`config.mk`:
```
export PLATFORM = sky130hd
export DESIGN_NAME = axi_lite_master_port
export DESIGN_NICKNAME = d
export VERILOG_FILES = /design/src/rtl/axi_lite_master_port.sv
export SDC_FILE = /design/constraint.sdc
export NUM_CORES = 1
export LEC_CHECK = 0
export ABC_AREA = 1
export CAP_MARGIN = 20
export CORE_ASPECT_RATIO = 0.75
export CORE_UTILIZATION = 47
export CTS_BUF_LIST = sky130_fd_sc_hd__clkbuf_8
export DETAILED_ROUTE_END_ITERATION = 12
export PLACE_DENSITY = 0.95
export SLEW_MARGIN = 20
export SYNTH_ARGS = -nofsm -noshare
export SYNTH_HDL_FRONTEND = slang
export SYNTH_SLANG_ARGS = --single-unit
```
`constraint.sdc`:
```
create_clock -name ACLK -period 18.7 [get_ports ACLK]
set_input_delay 5.61 -clock ACLK [delete_from_list [all_inputs] [get_ports ACLK]]
set_output_delay 5.61 -clock ACLK [all_outputs]
set_load 0.05 [all_outputs]
```
`src/rtl/axi_lite_master_port.sv`:
```
// AXI4-Lite master port: converts an in-order core request/response interface into
// AXI4-Lite read and write transactions with up to MAX_RD_OUTSTANDING reads in flight.
module axi_lite_master_port #(
    parameter int unsigned ADDR_W             = 32,
    parameter int unsigned DATA_W             = 32,
    parameter int unsigned MAX_RD_OUTSTANDING = 4
) (
    input  logic                ACLK,
    input  logic                ARESET,

    // Core request
    input  logic                req_valid,
    output logic                req_ready,
    input  logic                req_we,
    input  logic [ADDR_W-1:0]   req_addr,
    input  logic [DATA_W-1:0]   req_wdata,
    input  logic [DATA_W/8-1:0] req_wstrb,

    // Core response
    output logic                rsp_valid,
    input  logic                rsp_ready,
    output logic                rsp_we,
    output logic [DATA_W-1:0]   rsp_rdata,
    output logic                rsp_err,
    output logic                busy,
    output logic [7:0]          err_count,

    // AXI4-Lite read address / data
    output logic [ADDR_W-1:0]   ARADDR,
    output logic                ARVALID,
    input  logic                ARREADY,
    input  logic [DATA_W-1:0]   RDATA,
    input  logic [1:0]          RRESP,
    input  logic                RVALID,
    output logic                RREADY,

    // AXI4-Lite write address / data / response
    output logic [ADDR_W-1:0]   AWADDR,
    output logic                AWVALID,
    input  logic                AWREADY,
    output logic [DATA_W-1:0]   WDATA,
    output logic [DATA_W/8-1:0] WSTRB,
    output logic                WVALID,
    input  logic                WREADY,
    input  logic [1:0]          BRESP,
    input  logic                BVALID,
    output logic                BREADY
);

    localparam int unsigned STRB_W = DATA_W / 8;
    localparam logic [3:0]  RD_MAX = 4'(MAX_RD_OUTSTANDING);

    logic [ADDR_W-1:0] araddr_q;
    logic              arvalid_q;
    logic [ADDR_W-1:0] awaddr_q;
    logic              awvalid_q;
    logic [DATA_W-1:0] wdata_q;
    logic [STRB_W-1:0] wstrb_q;
    logic              wvalid_q;
    logic              wr_busy_q;
    logic              aw_done_q;
    logic              w_done_q;
    logic [3:0]        rd_cnt_q;
    logic              rsp_valid_q;
    logic              rsp_we_q;
    logic [DATA_W-1:0] rsp_rdata_q;
    logic              rsp_err_q;
    logic [7:0]        err_count_q;

    logic rd_accept;
    logic wr_accept;
    logic rsp_free;
    logic ar_hs;
    logic aw_hs;
    logic w_hs;
    logic r_hs;
    logic b_hs;
    logic r_err;
    logic b_err;

    // Writes wait for all reads to drain so they never overtake earlier reads.
    assign req_ready = !arvalid_q && !wr_busy_q &&
                       (req_we ? (rd_cnt_q == 4'd0) : (rd_cnt_q < RD_MAX));
    assign rd_accept = req_valid && req_ready && !req_we;
    assign wr_accept = req_valid && req_ready && req_we;

    // The single response register can take a beat when empty or being drained.
    // A stale beat after reset sees RREADY/BREADY low because rd_cnt and the
    // write-done flags are cleared, so it is never accepted.
    assign rsp_free = !rsp_valid_q || rsp_ready;
    assign RREADY   = rsp_free && (rd_cnt_q != 4'd0);
    assign BREADY   = rsp_free && aw_done_q && w_done_q;

    assign ar_hs = arvalid_q && ARREADY;
    assign aw_hs = awvalid_q && AWREADY;
    assign w_hs  = wvalid_q && WREADY;
    assign r_hs  = RVALID && RREADY;
    assign b_hs  = BVALID && BREADY;
    assign r_err = (RRESP != 2'b00);
    assign b_err = (BRESP != 2'b00);

    // Read address channel: latch on acceptance, hold until ARREADY.
    always_ff @(posedge ACLK or posedge ARESET) begin
        if (ARESET) begin
            araddr_q  <= '0;
            arvalid_q <= 1'b0;
        end else if (rd_accept) begin
            araddr_q  <= req_addr;
            arvalid_q <= 1'b1;
        end else if (ar_hs) begin
            arvalid_q <= 1'b0;
        end
    end

    // Write address/data channels complete independently; B closes the write.
    always_ff @(posedge ACLK or posedge ARESET) begin
        if (ARESET) begin
            awaddr_q  <= '0;
            awvalid_q <= 1'b0;
            wdata_q   <= '0;
            wstrb_q   <= '0;
            wvalid_q  <= 1'b0;
            wr_busy_q <= 1'b0;
            aw_done_q <= 1'b0;
            w_done_q  <= 1'b0;
        end else if (wr_accept) begin
            awaddr_q  <= req_addr;
            awvalid_q <= 1'b1;
            wdata_q   <= req_wdata;
            wstrb_q   <= req_wstrb;
            wvalid_q  <= 1'b1;
            wr_busy_q <= 1'b1;
        end else begin
            if (aw_hs) begin
                awvalid_q <= 1'b0;
                aw_done_q <= 1'b1;
            end
            if (w_hs) begin
                wvalid_q <= 1'b0;
                w_done_q <= 1'b1;
            end
            if (b_hs) begin
                wr_busy_q <= 1'b0;
                aw_done_q <= 1'b0;
                w_done_q  <= 1'b0;
            end
        end
    end

    // Outstanding read count: acceptance and R beat in the same cycle cancel.
    always_ff @(posedge ACLK or posedge ARESET) begin
        if (ARESET) begin
            rd_cnt_q <= 4'd0;
        end else if (rd_accept && !r_hs) begin
            rd_cnt_q <= rd_cnt_q + 4'd1;
        end else if (r_hs && !rd_accept) begin
            rd_cnt_q <= rd_cnt_q - 4'd1;
        end
    end

    // Response register: load from R or B, otherwise drain on rsp_ready.
    always_ff @(posedge ACLK or posedge ARESET) begin
        if (ARESET) begin
            rsp_valid_q <= 1'b0;
            rsp_we_q    <= 1'b0;
            rsp_rdata_q <= '0;
            rsp_err_q   <= 1'b0;
        end else if (r_hs) begin
            rsp_valid_q <= 1'b1;
            rsp_we_q    <= 1'b0;
            rsp_rdata_q <= r_err ? '0 : RDATA;
            rsp_err_q   <= r_err;
        end else if (b_hs) begin
            rsp_valid_q <= 1'b1;
            rsp_we_q    <= 1'b1;
            rsp_rdata_q <= '0;
            rsp_err_q   <= b_err;
        end else if (rsp_ready) begin
            rsp_valid_q <= 1'b0;
        end
    end

    // Saturating count of non-OKAY responses.
    always_ff @(posedge ACLK or posedge ARESET) begin
        if (ARESET) begin
            err_count_q <= 8'd0;
        end else if (((r_hs && r_err) || (b_hs && b_err)) && (err_count_q != 8'hFF)) begin
            err_count_q <= err_count_q + 8'd1;
        end
    end

    assign ARADDR    = araddr_q;
    assign ARVALID   = arvalid_q;
    assign AWADDR    = awaddr_q;
    assign AWVALID   = awvalid_q;
    assign WDATA     = wdata_q;
    assign WSTRB     = wstrb_q;
    assign WVALID    = wvalid_q;
    assign rsp_valid = rsp_valid_q;
    assign rsp_we    = rsp_we_q;
    assign rsp_rdata = rsp_rdata_q;
    assign rsp_err   = rsp_err_q;
    assign err_count = err_count_q;
    assign busy      = (rd_cnt_q != 4'd0) || wr_busy_q || rsp_valid_q;

endmodule
```
* Word-level counts from Yosys, hierarchy flattened
Index checks and enable logic that the tools add are counted.
** Storage, ports and cells
- Register bits :: 153
- Bits in latches :: 0
- Memory bits (writable) :: 0
- Memory bits (read-only) :: 0
- Input bits :: 114
- Output and inout port bits :: 150
- Word-level logic and storage cells :: 90
- Memories kept :: 0
** Cells by class
- $add $sub $neg :: 3
- Multiply operators :: 0
- Divide/modulo/power cells :: 0
- Order comparisons :: 1
- Eq/ne operators :: 1
- Shift operators :: 0
- Muxes and demuxes :: 25
- Bitwise logic cells :: 1
- Reduce and logical (&&, ||, !) cells :: 43
** Operator list (count)
- $mux W32 :: 3
- $mux W1 :: 20
- $reduce_bool A2 Y1 :: 10
- $logic_and A1 B1 Y1 :: 18
- $add A8 B1 Y8 const B :: 1
- $mux W4 :: 2
- $ne A8 B8 Y1 const B :: 1
- $logic_not A1 Y1 :: 6
- $add A4 B1 Y4 const B :: 1
- $logic_not A4 Y1 :: 1
- $logic_or A1 B1 Y1 :: 4
- $lt A4 B3 Y1 const B :: 1
- $reduce_and A2 Y1 :: 2
- $reduce_bool A4 Y1 :: 1
- $sub A4 B1 Y4 const B :: 1
- $reduce_bool A3 Y1 :: 1
- $not A1 Y1 :: 1

* Longest topological paths before layout
Gate-level depths: netlist of the first run.
- Word-level depth :: 9
- Gate-level depth with buffers :: 12
- Depth with buffers taken out :: 11

* Worst setup path after synthesis of the first run
OpenSTA, ideal clock, no wires.
- Path kind :: input -> output
- From :: in rsp_ready
- To :: out BREADY
- Arrival :: 6.353 ns
- Data required time :: 13.090 ns
- Slack :: 6.737 ns
- Stages on the path :: 2
- Buffers on the path :: 0
- Cell sequence :: nor2_1 > nor2_1
** Between the ends
- Longest elaborated chain between the ends :: 3
** RTL lines
- start: declaration :: RTL line 21 : input logic rsp_ready,
- $logic_or A1 B1 Y1 :: RTL line 90 : assign rsp_free = !rsp_valid_q || rsp_ready;
- $logic_and A1 B1 Y1 (2 in series) :: RTL line 92 : assign BREADY = rsp_free && aw_done_q && w_done_q;
- end: declaration :: RTL line 47 : output logic BREADY
Every way passes these cells.

* Worst setup path after layout of the first run
Ends and elaborated chain as after synthesis.

==> results of run 1 <==
==> critical path: stages <==
cell             delay, ps
clkdlybuf4s50_1        480
nor2_1                  60
nor2_1                 150
clkdlybuf4s50_1        830
==> report_power, final <==
group	internal [µW]	switching, µW	total [µW]
combinational	323	682	1000
clock	124	120	245
sequential	467	84.7	552
total	915	887	1800
==> routing by layer <==
layer,vias up,part of all wire,track usage
met2,180,0.49,0.406
li1,2613,-,-
met5,-,0,0
met3,25,0.074,0.0846
met4,0,0.018,0.0821
met1,2466,0.42,0.285
==> cell families (layout without fill, tap and decap cells) <==
kind of cell,count (synthesis),count (layout)
AO/OA/AOI/OAI,110,110
adder cells (fa/ha/maj),5,5
AND/OR/NAND/NOR,285,285
buffers and inverters,119,388
flip-flops,153,153
XOR/XNOR,7,7
==> stage by stage <==
stage | instances | area, µm² | hold slack [ps] | utilization
4_1_cts | 1119 | 9300 | 478 | 0.717
2_1_floorplan | 679 | 6230 | 441 | -
3_3_place_gp | 1088 | 8910 | 452 | 0.687
3_5_place_dp | 1088 | 8910 | 457 | 0.687
6_report | 1119 | 9300 | 479 | 0.717
5_1_grt | 1119 | 9300 | 499 | 0.717
==> Yosys cell counts <==
cell type / instances / area [µm²]
nand4_1: 3 / 18.8
nand2_1: 248 / 931
inv_2: 1 / 3.75
or2_2: 1 / 6.26
o21ai_0: 40 / 200
nor2_1: 5 / 18.8
nand3b_1: 1 / 7.51
nor2_4: 2 / 22.5
ha_1: 4 / 50.1
o21a_1: 1 / 7.51
buf_6: 11 / 124
a21oi_1: 1 / 5.00
nand3_1: 16 / 80.1
nand2_2: 3 / 18.8
fa_1: 1 / 20.0
xor2_1: 2 / 17.5
o21ai_2: 3 / 26.3
xnor2_1: 5 / 43.8
nor2_2: 1 / 6.26
and2_4: 1 / 8.76
dfrtp_1: 153 / 3830
nor3_2: 1 / 10.0
nand4_4: 1 / 21.3
inv_1: 90 / 338
nand3_2: 2 / 20.0
buf_2: 8 / 40.0
clkbuf_1: 9 / 33.8
o21ai_1: 65 / 325
==> final cells by class <==
type | count | area [µm²]
fill | 927 | 3670
clock inverter | 12 | 128
sequential | 153 | 3830
timing repair buffer | 266 | 2660
multi-input combinational | 407 | 1870
clock buffer | 19 | 262
tap | 171 | 214
inverter | 91 | 347
==> worst max path at each step <==
stage                     slack (ps)  endpoint  cells after the start       from
after global placement          5960    BREADY                      4  rsp_ready
after global routing            5850    BREADY                      4  rsp_ready
after floorplan                 6740    BREADY                      2  rsp_ready
after CTS                       5960    BREADY                      4  rsp_ready
after detailed placement        5960    BREADY                      4  rsp_ready
final                           5950    BREADY                      4  rsp_ready
==> flip-flops by register name (all words and copies together) (netlist names) <==
register / count
ARADDR: 32
rsp_valid: 1
ARVALID: 1
rsp_we: 1
WVALID: 1
WDATA: 32
err_count: 8
AWVALID: 1
rd_cnt_q: 4
rsp_err: 1
wr_busy_q: 1
WSTRB: 4
aw_done_q: 1
w_done_q: 1
rsp_rdata: 32
AWADDR: 32
==> metrics.yaml, run 1 <==
grt_use_total: 0.239
rows: 36
mappedNetlistArea_um2: 6230
drive_gt1_frac: 0.0527
wl_um: 15900
die_w_um: 135
rsz0062_at_grt: "no"
min_period_ps: 12750
routedWlPerCell_um: 14.2
hold_viol_final: 0
cts_sinks: 153
synth_top_family_by_area: "simple AND/OR/NAND/NOR gates"
cts_setup_buffers: 0
cts_resized: 0
coreArea_um2: 13000
relSlewSlack: 0.414
synth-compound-area-share: 0.0905
ant_nets: 0
diodes: 0
r2r_cells: 6
seq_area_frac_synth: 0.614
firstDrtPassIters: 5
drv_slew: 0
num_vias: 5284
cts_buffers: 17
die_y_um: 102
synthMuxAreaShare: 0
hpwl_um: 11300
holdPathEnd: "rsp_rdata[6]"
worstMarginPinSlew_ps: 880
cts-root-buf: "clkbuf_8"
setup_tns_ps: 0
vdd_drop_max_v: 0.000129
start_util: 0.481
maxCapViolations: 0
final_cell_mix: "clkdlybuf4s50_1, nand2_1, dfrtp_1"
p_total_uw: 1800
dieArea_um2: 13700
cp_data_arrival_time_ps: 7140
fmax_mhz: 78.5
r2r-end: "AWADDR[26]"
drtIter0Drc: 281
cp.required_ps: 13090
cts_tree: "built"
final_common_cell: "clkdlybuf4s50_1"
clk_pin_slew_ps: 80
hp-class: "flip-flop to flip-flop"
synthSimpleGateAreaFrac: 0.188
antenna_found_initial: 0
period_share: 0.682
worstPathMaxFanout: 3
p_per_area_nw_per_um2: 194
grt_max_degree: 99
hp-start: "rsp_rdata[6]"
clock_skew_ps: 8.91
area_growth_pct: 49.2
routabilityCongestion: 0.802
worstSkewPairLatency_ps: 440
synth-xor-area-share: 0.00984
pin_count: 264
synth_fa_ha_area_frac: 0.0112
synthCells: 679
grt_pass1_wl_um: 25100
min_path_cells: 2
dpl_worst_slack_ps: 5960
synth_area_per_cell_um2: 9.18
worst_slack_ps: 5950
r2r_setup_slack_ps: 16230
layout.nets: 1055
worstSetupPathType: "primary input to primary output"
first_global_vias: 5163
ctsHoldBuffers: 0
synthDistinctLibCells: 28
synth-seq-cells: 153
regToRegStartpoint: "rd_cnt_q[3]"
yosysWarnings: 0
syn_nets: 798
cellLeakagePower_uw: 0.00460
critPathLaunchType: "primary input"
overflow: 0
htree_levels: 4
clk_path_buf_depth: 2
status: "completed"
avgViaCountPerCell: 4.72
port_buffers: 263
setup_viol_count_final: 0
route.detailed.drc: 0
worstSetupEndpointType: "primary output"
Power figures use the tool's default switching activity.
==> run 2: changes to the inputs <==
--- a/config.mk
+++ b/config.mk
@@ -8,10 +8,10 @@
 export ABC_AREA = 1
 export CAP_MARGIN = 20
 export CORE_ASPECT_RATIO = 0.75
-export CORE_UTILIZATION = 47
+export CORE_UTILIZATION = 40
 export CTS_BUF_LIST = sky130_fd_sc_hd__clkbuf_8
 export DETAILED_ROUTE_END_ITERATION = 12
-export PLACE_DENSITY = 0.95
+export PLACE_DENSITY = 0.87
 export SLEW_MARGIN = 20
 export SYNTH_ARGS = -nofsm -noshare
 export SYNTH_HDL_FRONTEND = slang
==> constraint.sdc (replaced) <==
create_clock -name ACLK -period 11.6 [get_ports ACLK]
set_input_delay 3.48 -clock ACLK [delete_from_list [all_inputs] [get_ports ACLK]]
set_output_delay 3.48 -clock ACLK [all_outputs]
set_load 0.05 [all_outputs]
==> run 2 against run 1 <==
Compared with the run above: critical path depth unchanged; via count fell by 0.79%; sequential share of layout area fell by 0.40 points; clock power is 81% higher; die area grew 17%; core utilization is 10 points lower; worst hold slack worse by 5.8 ps; register-to-register slack worse by 7100 ps; global-route usage is 3.7 points lower; final cell count increased by 3.1%; clock skew rose by 0.76 ps; critical path type unchanged; largest power group unchanged.
==> metrics.yaml, run 2 (synthesis results as in run 1) <==
start_util: 0.409  # was 0.481
cts_buffers: 17  # unchanged
cp-startpoint: "rsp_ready"  # unchanged
route.detailed.drc: 0  # unchanged
crit_chain: "clkdlybuf4s50_1 > nor2_1 > nor2_1 > clkdlybuf4s50_1"  # unchanged
maxCapViolations: 0  # unchanged
grt_max_degree: 98  # was 99
hold_viol_final: 0  # unchanged
routedWlPerCell_um: 13.6  # was 14.2 µm
drv_slew: 0  # unchanged
antenna_found_initial: 0  # unchanged
regToRegStartpoint: "rd_cnt_q[2]"  # was rd_cnt_q[3]
r2r_cells: 6  # unchanged
clk_path_buf_depth: 2  # unchanged
firstDrtPassIters: 5  # unchanged
period_share: 0.731
worstSkewPairLatency_ps: 440  # about the same
ant_nets: 0  # unchanged
hpwl_um: 11100  # was 11300 µm
r2r-end: "WDATA[27]"  # was AWADDR[26]
min_period_ps: 8480
crit_family: "buffers and inverters"  # unchanged
final_core_utilization: 0.617  # was 0.717
overflow: 0  # unchanged
clock_skew_ps: 9.67  # was 8.91 ps
diodes: 0  # unchanged
rsz0062_at_grt: "no"  # unchanged
cts_resized: 0  # unchanged
drtIter0Drc: 297  # was 281
area_growth_pct: 50.6  # was 49.2%
layout.nets: 1055  # unchanged
p_per_area_nw_per_um2: 314  # was 194 nW/µm²
grt_pass1_wl_um: 25300  # was 25100 µm
critPathLaunchType: "primary input"  # unchanged
cp_data_arrival_time_ps: 5000  # was 7140 ps
final_common_cell: "clkdlybuf4s50_1"  # unchanged
cts_tree: "built"  # unchanged
worstMarginPinSlew_ps: 905  # was 880 ps
relSlewSlack: 0.397  # was 0.414
cts-root-buf: "clkbuf_8"  # unchanged
rows: 39  # was 36
routed.top_layer: "met4"  # unchanged
r2r_setup_slack_ps: 9110  # was 16230 ps
cts_setup_buffers: 0  # unchanged
final_cell_mix: "clkdlybuf4s50_1, nand2_1, dfrtp_1"  # unchanged
routabilityCongestion: 0.829  # was 0.802
first_global_vias: 5066  # was 5163
critPathSlowestCell: "clkdlybuf4s50_1"  # unchanged
critPathCapture: "BREADY"  # unchanged
ctsHoldBuffers: 0  # unchanged
crit_cells: 4  # unchanged
die_w_um: 146  # was 135 µm
wl_met1_um: 6910  # was 6670 µm
vdd_drop_max_v: 0.000205  # was 0.000129 V
critical_path.max_stage_delay_ps: 830  # about the same
die_y_um: 110  # was 102 µm
avgViaCountPerCell: 4.54  # was 4.72
htree_levels: 4  # unchanged
wl_um: 15700  # was 15900 µm
met3_length_um: 1180  # was 1190 µm
setup_tns_ps: 0  # unchanged
grt_use_total: 0.202  # was 0.239
worstSetupEndpointType: "primary output"  # unchanged
worstSetupPathType: "primary input to primary output"  # unchanged
fmax_mhz: 118
wl_met2_um: 7370  # was 7800 µm
crit_buf_inv: 2  # unchanged
cellLeakagePower_uw: 0.00464  # was 0.00460 µW
clk_pin_slew_ps: 80  # about the same
cts_sinks: 153  # unchanged
status: "completed"  # unchanged
num_vias: 5242  # was 5284
worstPathMaxFanout: 3  # unchanged
pin_count: 264  # unchanged
port_buffers: 263  # unchanged
hp-class: "flip-flop to flip-flop"  # unchanged
coreArea_um2: 15200  # was 13000 µm²
cp.required_ps: 8120  # was 13090 ps
drive_gt1_frac: 0.0516  # was 0.0527
dieArea_um2: 16100  # was 13700 µm²
setup_viol_count_final: 0  # unchanged
==> run 2: changes by cell type in the layout (fill, tap and decap cells not counted) <==
cell,delta
bufinv_16,+2
inv_1,+2
inv_6,+2
clkinv_2,-1
clkinvlp_4,-3
clkinv_4,-1
==> run 2: per-layer routing <==
metal  vias up  global-route usage
li1       2611                   -
met1      2429               0.260
met2       186               0.318
met3        16              0.0728
met4         0              0.0685
met5         -                   0
==> run 2: worst min path at each step <==
stage                        startpoint       endpoint  slack, ps  cells past startpoint
final                     rsp_rdata[17]  rsp_rdata[17]        470                      2
after global routing      rsp_rdata[26]  rsp_rdata[26]        510                      2
after CTS                 rsp_rdata[17]  rsp_rdata[17]        480                      2
after detailed placement  rsp_rdata[17]  rsp_rdata[17]        460                      2
after global placement     rsp_rdata[5]   rsp_rdata[5]        450                      2
after floorplan               aw_done_q      aw_done_q        440                      2
==> run 2: worst reg2reg max path, stage by stage, from the launching register on <==
cell and delay (ps):
dfrtp_1 420, nor2_2 220, and2_4 200, nand4_4 540, buf_4 660, nand2_1 240
o21ai_1 80
==> run 2: cell type report <==
class                      instances  area, µm²
fill                            1261       5830
sequential                       153       3830
timing repair buffer             266       2660
multi-input combinational        407       1870
inverter                          91        347
clock buffer                      19        262
tap                              205        256
clock inverter                    13        176
==> run 2: report_power, final <==
part	internal (µW)	leakage [µW]	total, µW	switching [µW]
Clock	245	0.000234	443	198
Sequential	753	0.00198	889	136
Combinational	521	0.00243	1610	1090
Total	1520	0.00464	2950	1430
==> run 2: per-stage QoR <==
| step | hold slack, ps | setup WS, ps | instance area, µm² | power [µW] | cells |
|---|---|---|---|---|---|
| floorplan | 441 | 3900 | 6230 | 1950 | 679 |
| global placement | 453 | 3140 | 8950 | 2480 | 1122 |
| detailed placement | 458 | 3120 | 8950 | 2520 | 1122 |
| CTS | 479 | 3120 | 9390 | 2970 | 1154 |
| global route | 509 | 3030 | 9390 | 3110 | 1154 |
| finish | 474 | 3120 | 9390 | 2950 | 1154 |
